[config.mk]
export PLATFORM = sky130hd
export DESIGN_NAME = bitstream_self_write_loader_flat
export DESIGN_NICKNAME = d
export VERILOG_FILES = /design/src/rtl/bitstream_self_write_loader_if.sv /design/src/rtl/bitstream_self_write_loader.sv /design/src/flat_wrapper.sv
export SDC_FILE = /design/constraint.sdc
export NUM_CORES = 1
export LEC_CHECK = 0
export CAP_MARGIN = 20
export CORE_MARGIN = 2
export CORE_UTILIZATION = 56
export CTS_BUF_LIST = sky130_fd_sc_hd__clkbuf_16
export DETAILED_ROUTE_END_ITERATION = 12
export PLACE_DENSITY = 0.8
export SLEW_MARGIN = 5
export SYNTH_ARGS = -nofsm -noshare
export SYNTH_HDL_FRONTEND = slang
export SYNTH_SLANG_ARGS = --single-unit
export TNS_END_PERCENT = 20
[constraint.sdc]
create_clock -name CLK -period 5 [get_ports CLK]
set_input_delay 1.5 -clock CLK [delete_from_list [all_inputs] [get_ports CLK]]
set_output_delay 1.5 -clock CLK [all_outputs]
set_load 0.02 [all_outputs]
[src/rtl/bitstream_self_write_loader_if.sv]
// Bundles the byte-wide image-memory read port and the fabric config-write port.
// master: loader side; slave: memory/fabric side.
interface bitstream_self_write_loader_if #(
  parameter int DATA_WIDTH = 32,
  parameter int ADDR_WIDTH = 14
);
  logic                  mem_rd;
  logic [ADDR_WIDTH-1:0] mem_addr;
  logic [7:0]            mem_data;
  logic [DATA_WIDTH-1:0] SelfWriteData;
  logic                  SelfWriteStrobe;

  modport master (output mem_rd, output mem_addr, input mem_data,
                  output SelfWriteData, output SelfWriteStrobe);
  modport slave  (input mem_rd, input mem_addr, output mem_data,
                  input SelfWriteData, input SelfWriteStrobe);
endinterface

[src/rtl/bitstream_self_write_loader.sv]
// Boot-from-ROM bitstream loader: fetches bytes, packs config words, drives SelfWrite port.
// Optional macro BITSTREAM_CRC_EN adds a CRC-32 (MPEG-2 style) over every strobed word.
module bitstream_self_write_loader #(
  parameter int DATA_WIDTH   = 32,
  parameter int ADDR_WIDTH   = 14,
  parameter int SETUP_CYCLES = 2,
  parameter int GAP_CYCLES   = 2,
  parameter int BIG_ENDIAN   = 1
) (
  input  logic                         CLK,
  input  logic                         rst,
  input  logic                         start,
  input  logic                         abort,
  input  logic [ADDR_WIDTH:0]          byte_count,
  bitstream_self_write_loader_if.master bus,
  output logic                         busy,
  output logic                         done,
  output logic [ADDR_WIDTH:0]          words_written
`ifdef BITSTREAM_CRC_EN
  ,
  output logic [31:0]                  crc32
`endif
);
  localparam int BPW = DATA_WIDTH / 8;
  localparam int IW  = (BPW > 1) ? $clog2(BPW) : 1;
  localparam int AW1 = ADDR_WIDTH + 1;
  localparam int IW1 = IW + 1;
  localparam logic [ADDR_WIDTH:0] ONE_A     = AW1'(1);
  localparam logic [IW:0]         ONE_I     = IW1'(1);
  localparam logic [ADDR_WIDTH:0] BPW_C     = AW1'(BPW);
  localparam logic [ADDR_WIDTH:0] MAX_BYTES = {1'b1, {ADDR_WIDTH{1'b0}}};

  typedef enum logic [2:0] {
    S_IDLE   = 3'd0,
    S_FETCH  = 3'd1,
    S_SETUP  = 3'd2,
    S_STROBE = 3'd3,
    S_GAP    = 3'd4,
    S_DONE   = 3'd5
  } state_t;

  state_t                state_q, state_d;
  logic [ADDR_WIDTH:0]   addr_q, addr_d, remaining_q, remaining_d, words_q, words_d;
  logic [IW:0]           rd_left_q, rd_left_d, cap_idx_q, cap_idx_d;
  logic [DATA_WIDTH-1:0] word_q, word_d, swd_q, swd_d;
  logic [15:0]           cnt_q, cnt_d;
  logic [ADDR_WIDTH-1:0] mem_addr_q, mem_addr_d;
  logic                  rd_dly_q, rd_dly_d, mem_rd_q, mem_rd_d, strobe_q, strobe_d;
  logic                  busy_q, busy_d, done_q, done_d;
  logic                  launch_s;
  logic [ADDR_WIDTH:0]   f_rem_s, f_addr_s, len_s;
`ifdef BITSTREAM_CRC_EN
  logic [31:0]           crc_q, crc_d;

  function automatic logic [31:0] crc32_word(input logic [31:0] crc_in,
                                             input logic [DATA_WIDTH-1:0] data);
    logic [31:0] c;
    logic        fb;
    c = crc_in;
    for (int i = DATA_WIDTH - 1; i >= 0; i--) begin
      fb = c[31] ^ data[i];
      c  = {c[30:0], 1'b0} ^ (fb ? 32'h04C11DB7 : 32'h0000_0000);
    end
    return c;
  endfunction
`endif

  // Byte k of a word lands at the MSByte end under big-endian packing, LSByte end otherwise.
  function automatic logic [DATA_WIDTH-1:0] place_byte(input logic [7:0] b, input logic [IW:0] idx);
    logic [DATA_WIDTH-1:0] w;
    w      = '0;
    w[7:0] = b;
    return (BIG_ENDIAN != 0) ? (w << (8 * (BPW - 1 - int'(idx)))) : (w << (8 * int'(idx)));
  endfunction

  // Next-state and registered-output logic.
  always_comb begin
    state_d     = state_q;
    addr_d      = addr_q;
    remaining_d = remaining_q;
    rd_left_d   = rd_left_q;
    cap_idx_d   = cap_idx_q;
    word_d      = word_q;
    rd_dly_d    = mem_rd_q;
    cnt_d       = cnt_q;
    mem_rd_d    = 1'b0;
    mem_addr_d  = mem_addr_q;
    swd_d       = swd_q;
    strobe_d    = 1'b0;
    busy_d      = busy_q;
    done_d      = done_q;
    words_d     = words_q;
`ifdef BITSTREAM_CRC_EN
    crc_d       = crc_q;
`endif
    launch_s    = 1'b0;
    f_rem_s     = remaining_q;
    f_addr_s    = addr_q;
    len_s       = (byte_count > MAX_BYTES) ? MAX_BYTES : byte_count;

    case (state_q)
      S_IDLE: begin
        if (start && !abort) begin
          words_d     = '0;
          addr_d      = '0;
          remaining_d = len_s;
`ifdef BITSTREAM_CRC_EN
          crc_d       = 32'hFFFF_FFFF;
`endif
          if (len_s == '0) begin
            state_d = S_DONE;
            done_d  = 1'b1;
            busy_d  = 1'b0;
          end else begin
            done_d   = 1'b0;
            busy_d   = 1'b1;
            launch_s = 1'b1;
            f_rem_s  = len_s;
            f_addr_s = '0;
          end
        end else begin
          state_d = S_IDLE;
        end
      end
      S_FETCH: begin
        if (mem_rd_q && (rd_left_q != '0)) begin
          mem_rd_d    = 1'b1;
          mem_addr_d  = addr_q[ADDR_WIDTH-1:0];
          addr_d      = addr_q + ONE_A;
          remaining_d = remaining_q - ONE_A;
          rd_left_d   = rd_left_q - ONE_I;
        end else begin
          mem_rd_d = 1'b0;
        end
        // Read data is valid the cycle after its read; the last capture ends the fetch.
        if (rd_dly_q) begin
          word_d    = word_q | place_byte(bus.mem_data, cap_idx_q);
          cap_idx_d = cap_idx_q + ONE_I;
          if (!mem_rd_q) begin
            state_d = S_SETUP;
            swd_d   = word_d;
            cnt_d   = 16'(SETUP_CYCLES - 1);
          end else begin
            state_d = S_FETCH;
          end
        end else begin
          word_d = word_q;
        end
      end
      S_SETUP: begin
        if (cnt_q == 16'd0) begin
          state_d  = S_STROBE;
          strobe_d = 1'b1;
          words_d  = words_q + ONE_A;
`ifdef BITSTREAM_CRC_EN
          crc_d    = crc32_word(crc_q, swd_q);
`endif
        end else begin
          cnt_d = cnt_q - 16'd1;
        end
      end
      S_STROBE: begin
        if (GAP_CYCLES > 0) begin
          state_d = S_GAP;
          cnt_d   = 16'(GAP_CYCLES - 1);
        end else if (remaining_q != '0) begin
          launch_s = 1'b1;
        end else begin
          state_d = S_DONE;
          busy_d  = 1'b0;
          done_d  = 1'b1;
        end
      end
      S_GAP: begin
        if (cnt_q != 16'd0) begin
          cnt_d = cnt_q - 16'd1;
        end else if (remaining_q != '0) begin
          launch_s = 1'b1;
        end else begin
          state_d = S_DONE;
          busy_d  = 1'b0;
          done_d  = 1'b1;
        end
      end
      S_DONE: begin
        if (start) begin
          state_d = S_IDLE;
          done_d  = 1'b0;
        end else begin
          state_d = S_DONE;
        end
      end
      default: state_d = S_IDLE;
    endcase

    // First read of a word is issued on the edge that enters FETCH.
    if (launch_s) begin
      state_d     = S_FETCH;
      mem_rd_d    = 1'b1;
      mem_addr_d  = f_addr_s[ADDR_WIDTH-1:0];
      addr_d      = f_addr_s + ONE_A;
      remaining_d = f_rem_s - ONE_A;
      rd_left_d   = (f_rem_s >= BPW_C) ? IW1'(BPW - 1) : IW1'(f_rem_s - ONE_A);
      word_d      = '0;
      cap_idx_d   = '0;
    end else begin
      rd_left_d = rd_left_d;
    end

    if (abort && busy_q) begin
      state_d  = S_IDLE;
      busy_d   = 1'b0;
      done_d   = 1'b0;
      mem_rd_d = 1'b0;
      strobe_d = 1'b0;
      words_d  = words_q;
`ifdef BITSTREAM_CRC_EN
      crc_d    = crc_q;
`endif
    end else begin
      state_d = state_d;
    end
  end

  // State and output registers with synchronous reset.
  always_ff @(posedge CLK) begin
    if (rst) begin
      state_q     <= S_IDLE;
      addr_q      <= '0;
      remaining_q <= '0;
      rd_left_q   <= '0;
      cap_idx_q   <= '0;
      word_q      <= '0;
      rd_dly_q    <= 1'b0;
      cnt_q       <= 16'd0;
      mem_rd_q    <= 1'b0;
      mem_addr_q  <= '0;
      swd_q       <= '0;
      strobe_q    <= 1'b0;
      busy_q      <= 1'b0;
      done_q      <= 1'b0;
      words_q     <= '0;
`ifdef BITSTREAM_CRC_EN
      crc_q       <= 32'hFFFF_FFFF;
`endif
    end else begin
      state_q     <= state_d;
      addr_q      <= addr_d;
      remaining_q <= remaining_d;
      rd_left_q   <= rd_left_d;
      cap_idx_q   <= cap_idx_d;
      word_q      <= word_d;
      rd_dly_q    <= rd_dly_d;
      cnt_q       <= cnt_d;
      mem_rd_q    <= mem_rd_d;
      mem_addr_q  <= mem_addr_d;
      swd_q       <= swd_d;
      strobe_q    <= strobe_d;
      busy_q      <= busy_d;
      done_q      <= done_d;
      words_q     <= words_d;
`ifdef BITSTREAM_CRC_EN
      crc_q       <= crc_d;
`endif
    end
  end

  assign bus.mem_rd          = mem_rd_q;
  assign bus.mem_addr        = mem_addr_q;
  assign bus.SelfWriteData   = swd_q;
  assign bus.SelfWriteStrobe = strobe_q;
  assign busy                = busy_q;
  assign done                = done_q;
  assign words_written       = words_q;
`ifdef BITSTREAM_CRC_EN
  assign crc32               = crc_q;
`endif
endmodule

[src/flat_wrapper.sv]
// flat-port wrapper written by rule: the top's interface ports become plain ports
module bitstream_self_write_loader_flat 
#(
  parameter int DATA_WIDTH   = 32,
  parameter int ADDR_WIDTH   = 14,
  parameter int SETUP_CYCLES = 2,
  parameter int GAP_CYCLES   = 2,
  parameter int BIG_ENDIAN   = 1
)
  (CLK, rst, start, abort, byte_count, busy, done, words_written, bus_mem_rd, bus_mem_addr, bus_mem_data, bus_SelfWriteData, bus_SelfWriteStrobe);
  bitstream_self_write_loader_if #(.DATA_WIDTH(DATA_WIDTH), .ADDR_WIDTH(ADDR_WIDTH)) bus_i ();
  input  logic CLK;
  input  logic rst;
  input  logic start;
  input  logic abort;
  input  logic [ADDR_WIDTH:0] byte_count;
  output logic busy;
  output logic done;
  output logic [ADDR_WIDTH:0] words_written;
  output wire logic [$bits(bus_i.mem_rd)-1:0] bus_mem_rd;
  output wire logic [$bits(bus_i.mem_addr)-1:0] bus_mem_addr;
  input wire logic [$bits(bus_i.mem_data)-1:0] bus_mem_data;
  output wire logic [$bits(bus_i.SelfWriteData)-1:0] bus_SelfWriteData;
  output wire logic [$bits(bus_i.SelfWriteStrobe)-1:0] bus_SelfWriteStrobe;
  assign bus_mem_rd = bus_i.mem_rd;
  assign bus_mem_addr = bus_i.mem_addr;
  assign bus_i.mem_data = bus_mem_data;
  assign bus_SelfWriteData = bus_i.SelfWriteData;
  assign bus_SelfWriteStrobe = bus_i.SelfWriteStrobe;
  bitstream_self_write_loader #(.DATA_WIDTH(DATA_WIDTH), .ADDR_WIDTH(ADDR_WIDTH), .SETUP_CYCLES(SETUP_CYCLES), .GAP_CYCLES(GAP_CYCLES), .BIG_ENDIAN(BIG_ENDIAN)) u_core (.CLK(CLK), .rst(rst), .start(start), .abort(abort), .byte_count(byte_count), .bus(bus_i), .busy(busy), .done(done), .words_written(words_written));
endmodule
Word-level counts from Yosys, hierarchy flattened
Cells that the tools add are included.
{ "totals": {"register_bits": 153, "word_cells": 143} }
{ "classes": {"add_sub_neg": 9, "magnitude_cmp": 2, "n_eq_ne": 22, "shifts": 1, "muxes": 58, "n_bitwise": 4, "n_reduce_logical": 31} }
{ "op_table": {"columns": ["cell", "n"], "rows": [
  ["two-way mux 15 bit", 14],
  ["one-hot mux 15 bit (2 select lines)", 3],
  ["two-way mux 16 bit", 4],
  ["one-hot mux 16 bit (4 select lines)", 1],
  ["adder 15 x 1 -> 15 bit (second input constant)", 3],
  ["two-way mux 14 bit", 3],
  ["two-way mux 3 bit", 11],
  ["OR 32 bit", 1],
  ["<< shifter 8 x 32 -> 32 bit", 1],
  ["subtractor 15 x 1 -> 15 bit (second input constant)", 2],
  ["AND reduction 5 bit", 4],
  ["one-hot mux 3 bit (6 select lines)", 1],
  ["two-way mux 1 bit", 17],
  ["zero test 16 bit", 1],
  ["nonzero test 16 bit", 1],
  ["subtractor 16 x 1 -> 16 bit (second input constant)", 1],
  [">= comparator 15 x 3 -> 1 bit (second input constant)", 1],
  ["greater-than comparator 15 bit (second input constant)", 1],
  ["zero test 15 bit", 1],
  ["nonzero test 15 bit", 1],
  ["inequality test 3 x 1 -> 1 bit (second input constant)", 4],
  ["inequality test 2 bit (second input constant)", 5],
  ["nonzero test 3 bit", 3],
  ["inequality test 2 x 1 -> 1 bit (second input constant)", 4],
  ["other kinds (23)", 39]
]} }

Depth between registers and ports, before layout
Gate-level depths: netlist of the first run.
{ "depth": {"depth_word": 9, "depth_mapped": 15, "ltp_nobuf": 12} }

Worst setup path after synthesis of the first run
OpenSTA, ideal clock, no wires.
{ "synth_path": {"path_type": "input to register", "startpoint": "in byte_count[5]", "endpoint": "reg u_core.remaining_q[14]", "arrival_ns": 4.498, "required_ns": 4.885, "slack_ns": 0.387, "path_stages": 14, "n_path_buf": 2, "path_cell_list": "or4_1 -> nor2_1 -> a31o_2 -> clkbuf_1 -> buf_2 -> nor2_1 -> a21oi_1 -> ha_1 -> o31ai_1 -> a21o_1 -> a21oi_1 -> nor3b_1 -> xor2_1 -> a2111oi_0"} }
{ "synth_between": {"elab_chain_cells": 8, "word_cells_on_any_way": 17, "cone_classes": "1 x add/sub; 1 x order compare; 2 x eq/ne; 10 x mux; 3 x reduce/logical"} }
{ "synth_lines": {"columns": ["element", "line", "rtl"], "rows": [
  ["from (decl)", "flat_wrapper.sv:16", "input logic [ADDR_WIDTH:0] byte_count;"],
  ["greater-than comparator 15 bit", "bitstream_self_write_loader.sv:99", "len_s = (byte_count > MAX_BYTES) ? MAX_BYTES : byte_count;"],
  ["two-way mux 15 bit (*)", "bitstream_self_write_loader.sv:99", null],
  ["zero test 15 bit", "bitstream_self_write_loader.sv:110", "if (len_s == '0) begin"],
  ["two-way mux 15 bit / two-way mux 1 bit (equally long branches)", "bitstream_self_write_loader.sv:110", null],
  ["two-way mux 15 bit / two-way mux 1 bit (equally long branches)", "bitstream_self_write_loader.sv:103", "if (start && !abort) begin"],
  ["two-way mux 15 bit / one-hot mux 1 bit (2 select lines) (equally long branches)", "bitstream_self_write_loader.sv:101", "case (state_q)"],
  ["subtractor 15 x 1 -> 15 bit, or another cell as far along", "bitstream_self_write_loader.sv:202", "remaining_d = f_rem_s - ONE_A;"],
  ["two-way mux 15 bit / AND reduction 3 bit (equally long branches)", null, null],
  ["to (signal assigned)", "bitstream_self_write_loader.sv:249", "remaining_q <= remaining_d;"],
  ["to (decl)", "bitstream_self_write_loader.sv:43", "logic [ADDR_WIDTH:0] addr_q, addr_d, remaining_q, remaining_d, words_q, words_d;"]
]} }
Every way passes the cells marked *; elsewhere a longest branch is shown, timed or not. The select of a mux whose other input is x is not followed.
A chain may end at the register's enable or synchronous reset.

Worst setup path in the final report of the first run
Same ends and word-level chain as after synthesis.

==> results of run 1 <==
-- cells by family (layout without fill, tap and decap cells) --
logic type	Yosys count	count (layout)
mux	7	7
simple gates	397	397
compound gates	270	270
xor+xnor	45	45
fa+ha+maj	9	9
buf+inv	83	158
flops	152	152
-- synthesized netlist by cell type (7+ instances only) --
cell and number:
nor2b_1 21, nand3_1 32, clkbuf_1 51, a31oi_1 11, nor3_1 26, dfxtp_1 152, buf_1 15, nor2_1 156
o21ai_0 30, ha_1 9, or3_1 14, or4_1 7, a211oi_1 48, a21oi_1 124, xnor2_1 19, xor2_1 26
nand2_1 75, and3_1 12, nand4_1 9, inv_1 11, nor4_1 12
-- registers in the layout, indices dropped and copies added, names as in the netlist, 3 cells and up --
| register | cells |
|---|---|
| u_core.state_q | 3 |
| u_core.addr_q | 14 |
| u_core.bus.SelfWriteData | 32 |
| u_core.bus.mem_addr | 14 |
| u_core.rd_left_q | 3 |
| u_core.words_written | 15 |
| u_core.cap_idx_q | 3 |
| u_core.word_q | 32 |
| u_core.remaining_q | 15 |
| u_core.cnt_q | 16 |
-- power by group through the flow --
stage	combinational (mW)	clock, mW	sequential (mW)
finish	2.27	1.21	1.57
global route	2.50	1.27	1.60
floorplan	1.46	0	1.49
detailed placement	2.22	0	1.59
global placement	2.21	0	1.58
CTS	2.23	1.22	1.56
-- stage by stage --
step / std cells / util (%) / worst slack, ns
3_5_place_dp: 1186 / 65.2 / 0.0886
3_3_place_gp: 1186 / 65.2 / 0.253
5_1_grt: 1214 / 69.3 / 0.305
4_1_cts: 1214 / 69.3 / 0.525
2_1_floorplan: 963 / - / 0.387
6_report: 1214 / 69.3 / 0.461
-- critical path: stages --
cell             delay, ns
clkdlybuf4s50_1       0.47
or4_1                 0.65
nor2_1                0.21
a31o_2                0.21
nor2_1                0.05
a21oi_1               0.19
ha_1                  0.22
o31ai_1               0.14
a21o_1                0.19
a21oi_1               0.22
nor3b_1               0.29
xor2_1                0.10
a2111oi_0             0.38
-- path summary, 6_finish.rpt --
path / start / end / slack [ns] / depth (start not counted)
worst min register to register: u_core.bus.mem_addr[6]$_SDFFE_PP0P_ / u_core.bus.mem_addr[6]$_SDFFE_PP0P_ / 0.45 / 2
worst max-delay path: byte_count[5] / u_core.remaining_q[14]$_SDFFE_PP0P_ / 0.46 / 13
worst min-delay path: u_core.bus.mem_addr[6]$_SDFFE_PP0P_ / u_core.bus.mem_addr[6]$_SDFFE_PP0P_ / 0.45 / 2
worst max register to register: u_core.cnt_q[4]$_SDFFE_PP0P_ / u_core.remaining_q[9]$_SDFFE_PP0P_ / 1.77 / 8
-- layer usage --
metal	GRT usage, %	up-vias	wire (um)
met3	5.61	39	1630
li1	-	3595	-
met4	10.7	0	435
met5	0	-	0
met1	37.1	3308	8400
met2	44.7	328	9280
-- cell type report --
cell class / count / area (sq um) / share of cell area (%)
repair buffers: 118 / 1110 / 12.1
clock buffers: 17 / 425 / 4.65
well taps: 176 / 220 / 2.41
clock inverters: 11 / 113 / 1.23
flip-flops and latches: 152 / 3040 / 33.3
multi-input cells: 728 / 4190 / 45.8
inverters: 12 / 45.0 / 0.493
==> flow_summary_export.csv, run 1 <==
group,metric,value,unit
clock_network,cts_resized,0,
clock_network,clock-sinks,152,
clock_network,cts_tree,"yes",
floorplanning,core,0.0132,sq mm
finish,fill_cells,1109,
floorplanning,die_h,120,um
power_and_ir_drop,cellPowerDensity,552,mW/mm^2
placed_design,portBuffers,91,
global_routing,grt_max_degree,76,
clock_network,numCtsBuffers,17,
yosys,synth_top_area_share,40.4,%
run,drv_cap,0,
clock_network,cts_hold_buf,0,
clock_network,clk_path_buf_depth,2,
clock_network,h-tree-depth,4,
routing,drt_iter0_drc,730,
floorplanning,start_util,57.1,%
worst_setup_path,critPathMaxFanout,5,
global_routing,grt_pass1_vias,6596,
yosys,seq_area_frac_synth,40.4,%
placed_design,placed_cell_area,0.00860,sq mm
sta,finalWorstPathRequiredPeriod,4.54,ns
floorplanning,die_w,120,um
global_routing,antenna_found_initial,0,
global_routing,grt_pass1_wl,32.6,mm
sta,skew,0.0146,ns
routing,wl_per_cell,16.3,um
routing,drt-pass1-iter-count,7,
sta,worstMarginPinSlew,0.823,ns
yosys,syn-cell-area,0.00753,sq mm
routing,drc,0,
sta,finalCritPeriodShare,90.8,%
worst_setup_path,path_class,"in2reg",
yosys,syn_inst,963,
hold_path,hold_path.class,"reg2reg",
power_and_ir_drop,p_sw,2.06,mW
yosys,yosysUniqueCellTypes,65,
yosys,synth_compound_gate_area_share,22.3,%
yosys,synth-adder-area-share,1.49,%
worst_setup_path,cp.required,5.30,ns
floorplanning,rows,42,
yosys,avgSynthCellArea,7.82,sq um
clock_network,clk_pin_slew,0.06,ns
yosys,yosys_warnings,0,
yosys,ys_ff_latch,152,
finish,drive_above_1_share,6.94,%
global_routing,grt_util_all_layers,27.9,%
sta,finalSetupViolCount,0,
clock_network,clockRootBuffer,"clkbuf_16",
worst_setup_path,crit_arrival,4.84,ns
power_and_ir_drop,p_clk_share,23.9,%
sta,maxSlewHeadroom,44.7,%
power_and_ir_drop,p_seq_share,31.1,%
finish,layout_commonest_cell,"nor2_1",
yosys,synthArstFlopShare,0,%
power_and_ir_drop,internal_power,2.99,mW
sta,rsz0062_at_grt,"no",
yosys,synth.area.mux_share,0.963,%
power_and_ir_drop,switching_share,40.8,%
status,status,"completed",
routing,vias,7270,
sta,setup_tns,0,ns
yosys,synth_xor_area_share,5.23,%
placed_design,dp.final_hpwl,13.3,mm
routing,drtAntennaViolNets,0,
routing,wl,19.7,mm
yosys,synth-edff-count,0,
power_and_ir_drop,irDropWorstVdd,0.000459,V
global_routing,overflow,0,
placed_design,place.gp.congestion,1.02,
power_and_ir_drop,p_comb_share,45.0,%
worst_setup_path,startpoint_type,"primary input",
power_and_ir_drop,leakage,3.19,nW
finish,area_growth,21.3,%
yosys,synthSimpleGateAreaFrac,25.4,%
clock_network,clock_latency,0.43,ns
yosys,synth_nets,999,
yosys,synth_top_area_cell,"dfxtp_1",
yosys,ys.flop_type,"dfxtp_1",
routing,viasPerCell,5.99,
finish,final_cell_area,0.00914,sq mm
clock_network,post-cts-setup-buffers,0,
floorplanning,dieArea,0.0144,sq mm
sta,finalHoldViolCount,0,
sta,max_freq,0.220,GHz
worst_setup_path,crit_path_end_kind,"flop",
floorplanning,io_pins,92,
yosys,yosys-top-cells-area,"dfxtp_1 (40%), a21oi_1 (8.2%), nor2_1 (7.8%), a211oi_1 (4.8%), nand2_1 (3.7%)",
sta,holdWs,0.453,ns
yosys,synth_top_family_by_area,"simple AND/OR/NAND/NOR gates",
finish,final_cell_mix,"nor2_1 (155), dfxtp_1 (152), a21oi_1 (124)",
finish,nets,1065,
power_and_ir_drop,power.total,5.05,mW
sta,slew_violations,0,
finish,diodes,0,
Note: power is estimated with default switching activity, not from simulation.
==> inputs of run 2 (changes only) <==
--- a/config.mk
+++ b/config.mk
@@ -7,10 +7,10 @@
 export LEC_CHECK = 0
 export CAP_MARGIN = 20
 export CORE_MARGIN = 2
-export CORE_UTILIZATION = 56
+export CORE_UTILIZATION = 51
 export CTS_BUF_LIST = sky130_fd_sc_hd__clkbuf_16
 export DETAILED_ROUTE_END_ITERATION = 12
-export PLACE_DENSITY = 0.8
+export PLACE_DENSITY = 0.77
 export SLEW_MARGIN = 5
 export SYNTH_ARGS = -nofsm -noshare
 export SYNTH_HDL_FRONTEND = slang
==> constraint.sdc (replaced) <==
create_clock -name CLK -period 4.1 [get_ports CLK]
set_input_delay 1.23 -clock CLK [delete_from_list [all_inputs] [get_ports CLK]]
set_output_delay 1.23 -clock CLK [all_outputs]
set_load 0.02 [all_outputs]
==> run 2 against run 1 <==
- die area up 9.5%
- non-clock buffer count increased by 31
- first-iteration DRC count is 4.0% lower
- register-to-register slack lost 0.69 ns
- via count increased by 1.6%
==> flow_summary_export.csv, run 2 (synthesis results as in run 1) <==
group,metric,value,unit
routing,viasPerCell,5.88,
floorplanning,start_util,52.0,%
worst_setup_path,startpoint_type,"primary input",
worst_setup_path,worst-path-buf-inv,1,
routing,top_layer,"met4",
clock_network,clock-sinks,152,
clock_network,clock_latency,0.43,ns
routing,m1WireLength,9.21,mm
clock_network,clk_pin_slew,0.06,ns
clock_network,clk_path_buf_depth,2,
power_and_ir_drop,leakage,3.37,nW
worst_setup_path,crit_family,"compound AO/OA/AOI/OAI gates",
routing,drtAntennaViolNets,0,
finish,layout_commonest_cell,"nor2_1",
sta,setup_tns,0,ns
routing,drc,0,
worst_setup_path,slowest_delay,0.58,ns
floorplanning,dieArea,0.0158,sq mm
sta,rsz0062_at_grt,"no",
sta,maxSlewHeadroom,40.6,%
finish,final_cell_area,0.00949,sq mm
routing,drt-pass1-iter-count,5,
finish,area_growth,25.9,%
worst_setup_path,path_cells,"clkdlybuf4s50_1 -> or4_4 -> nor2_4 -> a31o_2 -> nor2_1 -> a21oi_1 -> ha_1 -> o31ai_1 -> a21o_1 -> a21oi_2 -> nand4b_1 -> xnor2_1 -> a2111oi_1",
clock_network,h-tree-depth,4,
floorplanning,rows,44,
floorplanning,core,0.0145,sq mm
global_routing,grt_util_all_layers,26.0,%
sta,holdWs,0.449,ns
power_and_ir_drop,irDropWorstVdd,0.000558,V
status,status,"completed",
global_routing,grt_pass1_vias,6686,
global_routing,antenna_found_initial,0,
sta,max_freq,0.258,GHz
finish,diodes,0,
worst_setup_path,cp.required,4.42,ns
floorplanning,die_w,126,um
routing,vias,7389,
sta,finalHoldViolCount,0,
sta,finalSetupViolCount,0,
sta,worstMarginPinSlew,0.885,ns
routing,dr_wl_met2,9.72,mm
global_routing,grt_max_degree,76,
global_routing,grt_pass1_wl,33.5,mm
routing,wl_per_cell,16.4,um
finish,fill_cells,1220,
routing,drt_iter0_drc,701,
worst_setup_path,crit_arrival,4.19,ns
placed_design,dp.final_hpwl,14.0,mm
floorplanning,io_pins,92,
placed_design,place.gp.congestion,0.964,
placed_design,placed_cell_area,0.00889,sq mm
clock_network,clockRootBuffer,"clkbuf_16",
worst_setup_path,path_class,"in2reg",
placed_design,portBuffers,91,
power_and_ir_drop,power.total,6.43,mW
hold_path,worstHoldStart,"u_core.bus.mem_addr[7]$_SDFFE_PP0P_",
hold_path,hold_path.class,"reg2reg",
floorplanning,die_h,126,um
clock_network,numCtsBuffers,17,
power_and_ir_drop,cellPowerDensity,678,mW/mm^2
sta,slew_violations,0,
worst_setup_path,critPathMaxFanout,4,
finish,nets,1096,
worst_setup_path,setup.worst_path.start,"byte_count[5]",
worst_setup_path,slowest_stage,"or4_4",
sta,finalWorstPathRequiredPeriod,3.87,ns
finish,final_cell_mix,"nor2_1 (154), dfxtp_1 (152), a21oi_1 (123)",
clock_network,post-cts-setup-buffers,0,
sta,skew,0.0138,ns
global_routing,overflow,0,
worst_setup_path,crit_path_end_kind,"flop",
routing,wl,20.6,mm
sta,finalCritPeriodShare,94.4,%
clock_network,cts_tree,"yes",
run,drv_cap,0,
routing,met3_length,1.24,mm
finish,seqCellArea,0.00304,sq mm
finish,drive_above_1_share,10.3,%
worst_setup_path,rr_startpoint,"u_core.remaining_q[0]$_SDFFE_PP0P_",
finish,multi_input_area,0.00422,sq mm
-- run 2: changes by cell type in the layout (fill, tap and decap cells not counted), sizes merged --
cell	delta
bufinv	+1
clkinv	+1
inv	+2
buf	+31
-- run 2: layout make-up --
cell class	count	area share (%)
clock buffer	17	4.48
multi-input combinational	728	44.5
sequential	152	32.1
inverter	12	0.475
timing repair buffer	149	14.4
tap	184	2.43
clock inverter	15	1.67
-- run 2: worst paths after layout --
path | slack [ns] | depth (start not counted) | end
setup reg to reg | 1.08 | 10 | u_core.remaining_q[12]$_SDFFE_PP0P_
hold reg to reg | 0.45 | 2 | u_core.bus.mem_addr[7]$_SDFFE_PP0P_
hold / removal | 0.45 | 2 | u_core.bus.mem_addr[7]$_SDFFE_PP0P_
setup / recovery | 0.23 | 13 | u_core.remaining_q[12]$_SDFFE_PP0P_
-- run 2: worst min-delay path, cell delays in order (launching register included) --
cell and delay, ns:
dfxtp_1 0.31, nand2_1 0.05, a21oi_1 0.05
-- run 2: routing by layer --
metal / vias up / track usage (%)
met5: - / 0
met4: 0 / 9.15
met3: 48 / 5.13
met2: 269 / 42.8
met1: 3431 / 34.1
li1: 3641 / -
-- run 2: power breakdown --
group | internal (mW) | leakage (nW) | switching, mW
registers | 1.66 | 1.23 | 0.255
clock network | 0.947 | 0.289 | 0.631
logic | 1.22 | 1.86 | 1.72
-- run 2: repair_timing --
| item | CTS | global route |
|---|---|---|
| resized for setup | 0 | 3 |
| hold buffers | 0 | 0 |
| setup endpoints to repair | 0 | 2 |
-- run 2: per-stage QoR --
stage | std cells | setup slack [ns] | util, %
6_report | 1257 | 0.229 | 65.5
5_1_grt | 1257 | 0.0408 | 65.5
4_1_cts | 1257 | 0.214 | 65.5
3_5_place_dp | 1225 | -0.225 | 61.4
3_3_place_gp | 1225 | -0.132 | 61.4
2_1_floorplan | 963 | 0.0444 | -
==> inputs of run 3 (changes only) <==
--- a/config.mk
+++ b/config.mk
@@ -6,7 +6,7 @@
 export NUM_CORES = 1
 export LEC_CHECK = 0
 export CAP_MARGIN = 20
-export CORE_MARGIN = 2
+export CORE_MARGIN = 8
 export CORE_UTILIZATION = 51
 export CTS_BUF_LIST = sky130_fd_sc_hd__clkbuf_16
 export DETAILED_ROUTE_END_ITERATION = 12
==> run 3 against run 2 <==
- first-iteration DRC count rose by 6.0%
- cell count decreased by 0.32%
- critical path depth unchanged
- die area increased by 20%
- clock power increased by 6%
- combinational power barely moved
- setup slack got worse by 0.083 ns
- utilization is 0.11 points higher
- via count grew 0.70%
- total power increased by 1.7%
- critical path type unchanged
- largest cell class unchanged
==> flow_summary_export.csv, run 3 (synthesis results as in run 1) <==
group,metric,value,unit
status,status,"completed",
placed_design,dp.final_hpwl,14.5,mm
clock_network,clk_path_buf_depth,2,
routing,drc,0,
routing,wl,21.2,mm
sta,slew_violations,0,
finish,area_growth,26.2,%
clock_network,clock-sinks,152,
global_routing,grt_pass1_vias,6807,
finish,final_cell_area,0.00950,sq mm
finish,fill_cells,1245,
power_and_ir_drop,leakage,3.38,nW
global_routing,antenna_found_initial,0,
finish,nets,1093,
sta,finalCritPeriodShare,96.5,%
clock_network,clockRootBuffer,"clkbuf_16",
clock_network,clock_latency,0.43,ns
worst_setup_path,ff2ff_path_depth,12,
clock_network,numCtsBuffers,17,
routing,top_layer,"met4",
clock_network,cts_tree,"yes",
clock_network,clk_pin_slew,0.07,ns
hold_path,hold_depth,2,
sta,holdWs,0.458,ns
routing,viasPerCell,5.94,
floorplanning,core,0.0145,sq mm
clock_network,cts_hold_buf,0,
sta,skew,0.00920,ns
placed_design,portBuffers,91,
finish,multi_input_area,0.00422,sq mm
placed_design,placed_cell_area,0.00887,sq mm
finish,utilization,65.6,%
floorplanning,start_util,52.0,%
floorplanning,dieArea,0.0189,sq mm
power_and_ir_drop,power.total,6.55,mW
hold_path,hold_path.class,"reg2reg",
placed_design,dpl.cell_count,1222,
floorplanning,die_w,138,um
routing,drtAntennaViolNets,0,
worst_setup_path,startpoint_type,"primary input",
finish,drive_above_1_share,10.1,%
global_routing,grt_util_all_layers,22.4,%
placed_design,place.gp.congestion,0.947,
sta,maxSlewHeadroom,35.7,%
routing,drt-pass1-iter-count,6,
routing,vias,7441,
floorplanning,rows,44,
sta,rsz0062_at_grt,"no",
finish,layout_commonest_cell,"nor2_1",
sta,finalWorstPathRequiredPeriod,3.95,ns
power_and_ir_drop,cellPowerDensity,689,mW/mm^2
worst_setup_path,crit_path_end_kind,"flop",
routing,met3_length,1.58,mm
routing,m1WireLength,9.06,mm
routing,dr_wl_met2,9.92,mm
floorplanning,io_pins,92,
global_routing,overflow,0,
sta,max_freq,0.253,GHz
sta,worstMarginPinSlew,0.957,ns
routing,drt_iter0_drc,743,
clock_network,h-tree-depth,4,
worst_setup_path,cp.required,4.41,ns
global_routing,grt_pass1_wl,34.2,mm
floorplanning,die_h,138,um
sta,finalHoldViolCount,0,
global_routing,grt_max_degree,76,
worst_setup_path,path_class,"in2reg",
finish,fin_cells,1253,
finish,final_cell_mix,"nor2_1 (154), dfxtp_1 (152), a21oi_1 (123)",
run,drv_cap,0,
sta,finalSetupViolCount,0,
worst_setup_path,critPathMaxFanout,4,
finish,seqCellArea,0.00304,sq mm
worst_setup_path,crit_arrival,4.26,ns
routing,wl_per_cell,16.9,um
finish,diodes,0,
power_and_ir_drop,irDropWorstVdd,0.000710,V
[run 3: cell types whose count changed in the layout (fill, tap and decap cells not counted), sizes merged]
cell | before | now
buf | 59 | 56
bufinv | 3 | 4
clkinv | 8 | 2
inv | 14 | 18
[run 3: what timing repair did]
action                     4_1_cts  5_1_grt
setup endpoints to repair        0        3
setup buffers                    0        0
resized for setup                0        4
hold endpoints to repair         0        0
[run 3: layout make-up]
class	instances	area share, %
clock buffers	17	4.48
clock inverters	14	2.08
multi-input cells	728	44.4
repair buffers	146	14.1
well taps	184	2.42
flip-flops and latches	152	32.0
inverters	12	0.474
[run 3: final timing paths]
check | start | endpoint | slack [ns]
max reg2reg | u_core.state_q[1]$_SDFFE_PP0P_ | u_core.remaining_q[12]$_SDFFE_PP0P_ | 1.02
min reg2reg | u_core.bus.mem_addr[12]$_SDFFE_PP0P_ | u_core.bus.mem_addr[12]$_SDFFE_PP0P_ | 0.46
max | byte_count[5] | u_core.remaining_q[12]$_SDFFE_PP0P_ | 0.15
min | u_core.bus.mem_addr[12]$_SDFFE_PP0P_ | u_core.bus.mem_addr[12]$_SDFFE_PP0P_ | 0.46
[run 3: metal layers]
| metal | vias up | track usage (%) |
|---|---|---|
| li1 | 3638 | - |
| met1 | 3437 | 28.8 |
| met2 | 310 | 35.9 |
| met3 | 56 | 3.79 |
| met4 | 0 | 10.5 |
| met5 | - | 0 |
[run 3: worst max-delay path, cell delays in order]
cell and delay, ns:
clkdlybuf4s50_1 0.42, or4_4 0.58, nor2_4 0.15, a31o_2 0.18
nor2_1 0.04, a21oi_1 0.19, ha_1 0.23, o31ai_1 0.11
a21o_1 0.19, a21oi_2 0.21, nand4b_1 0.18, xnor2_1 0.16
a2111oi_1 0.39
[run 3: report_power, final]
group	switching, mW	internal, mW
Sequential	0.249	1.66
Clock	0.647	1.02
Combinational	1.76	1.21
[run 3: metrics by stage]
| step | TNS (ns) | setup slack [ns] |
|---|---|---|
| detailed placement | -1.03 | -0.304 |
| global placement | -0.348 | -0.137 |
| floorplan | 0 | 0.0444 |
| global route | 0 | 0.0233 |
| CTS | 0 | 0.104 |
| finish | 0 | 0.146 |
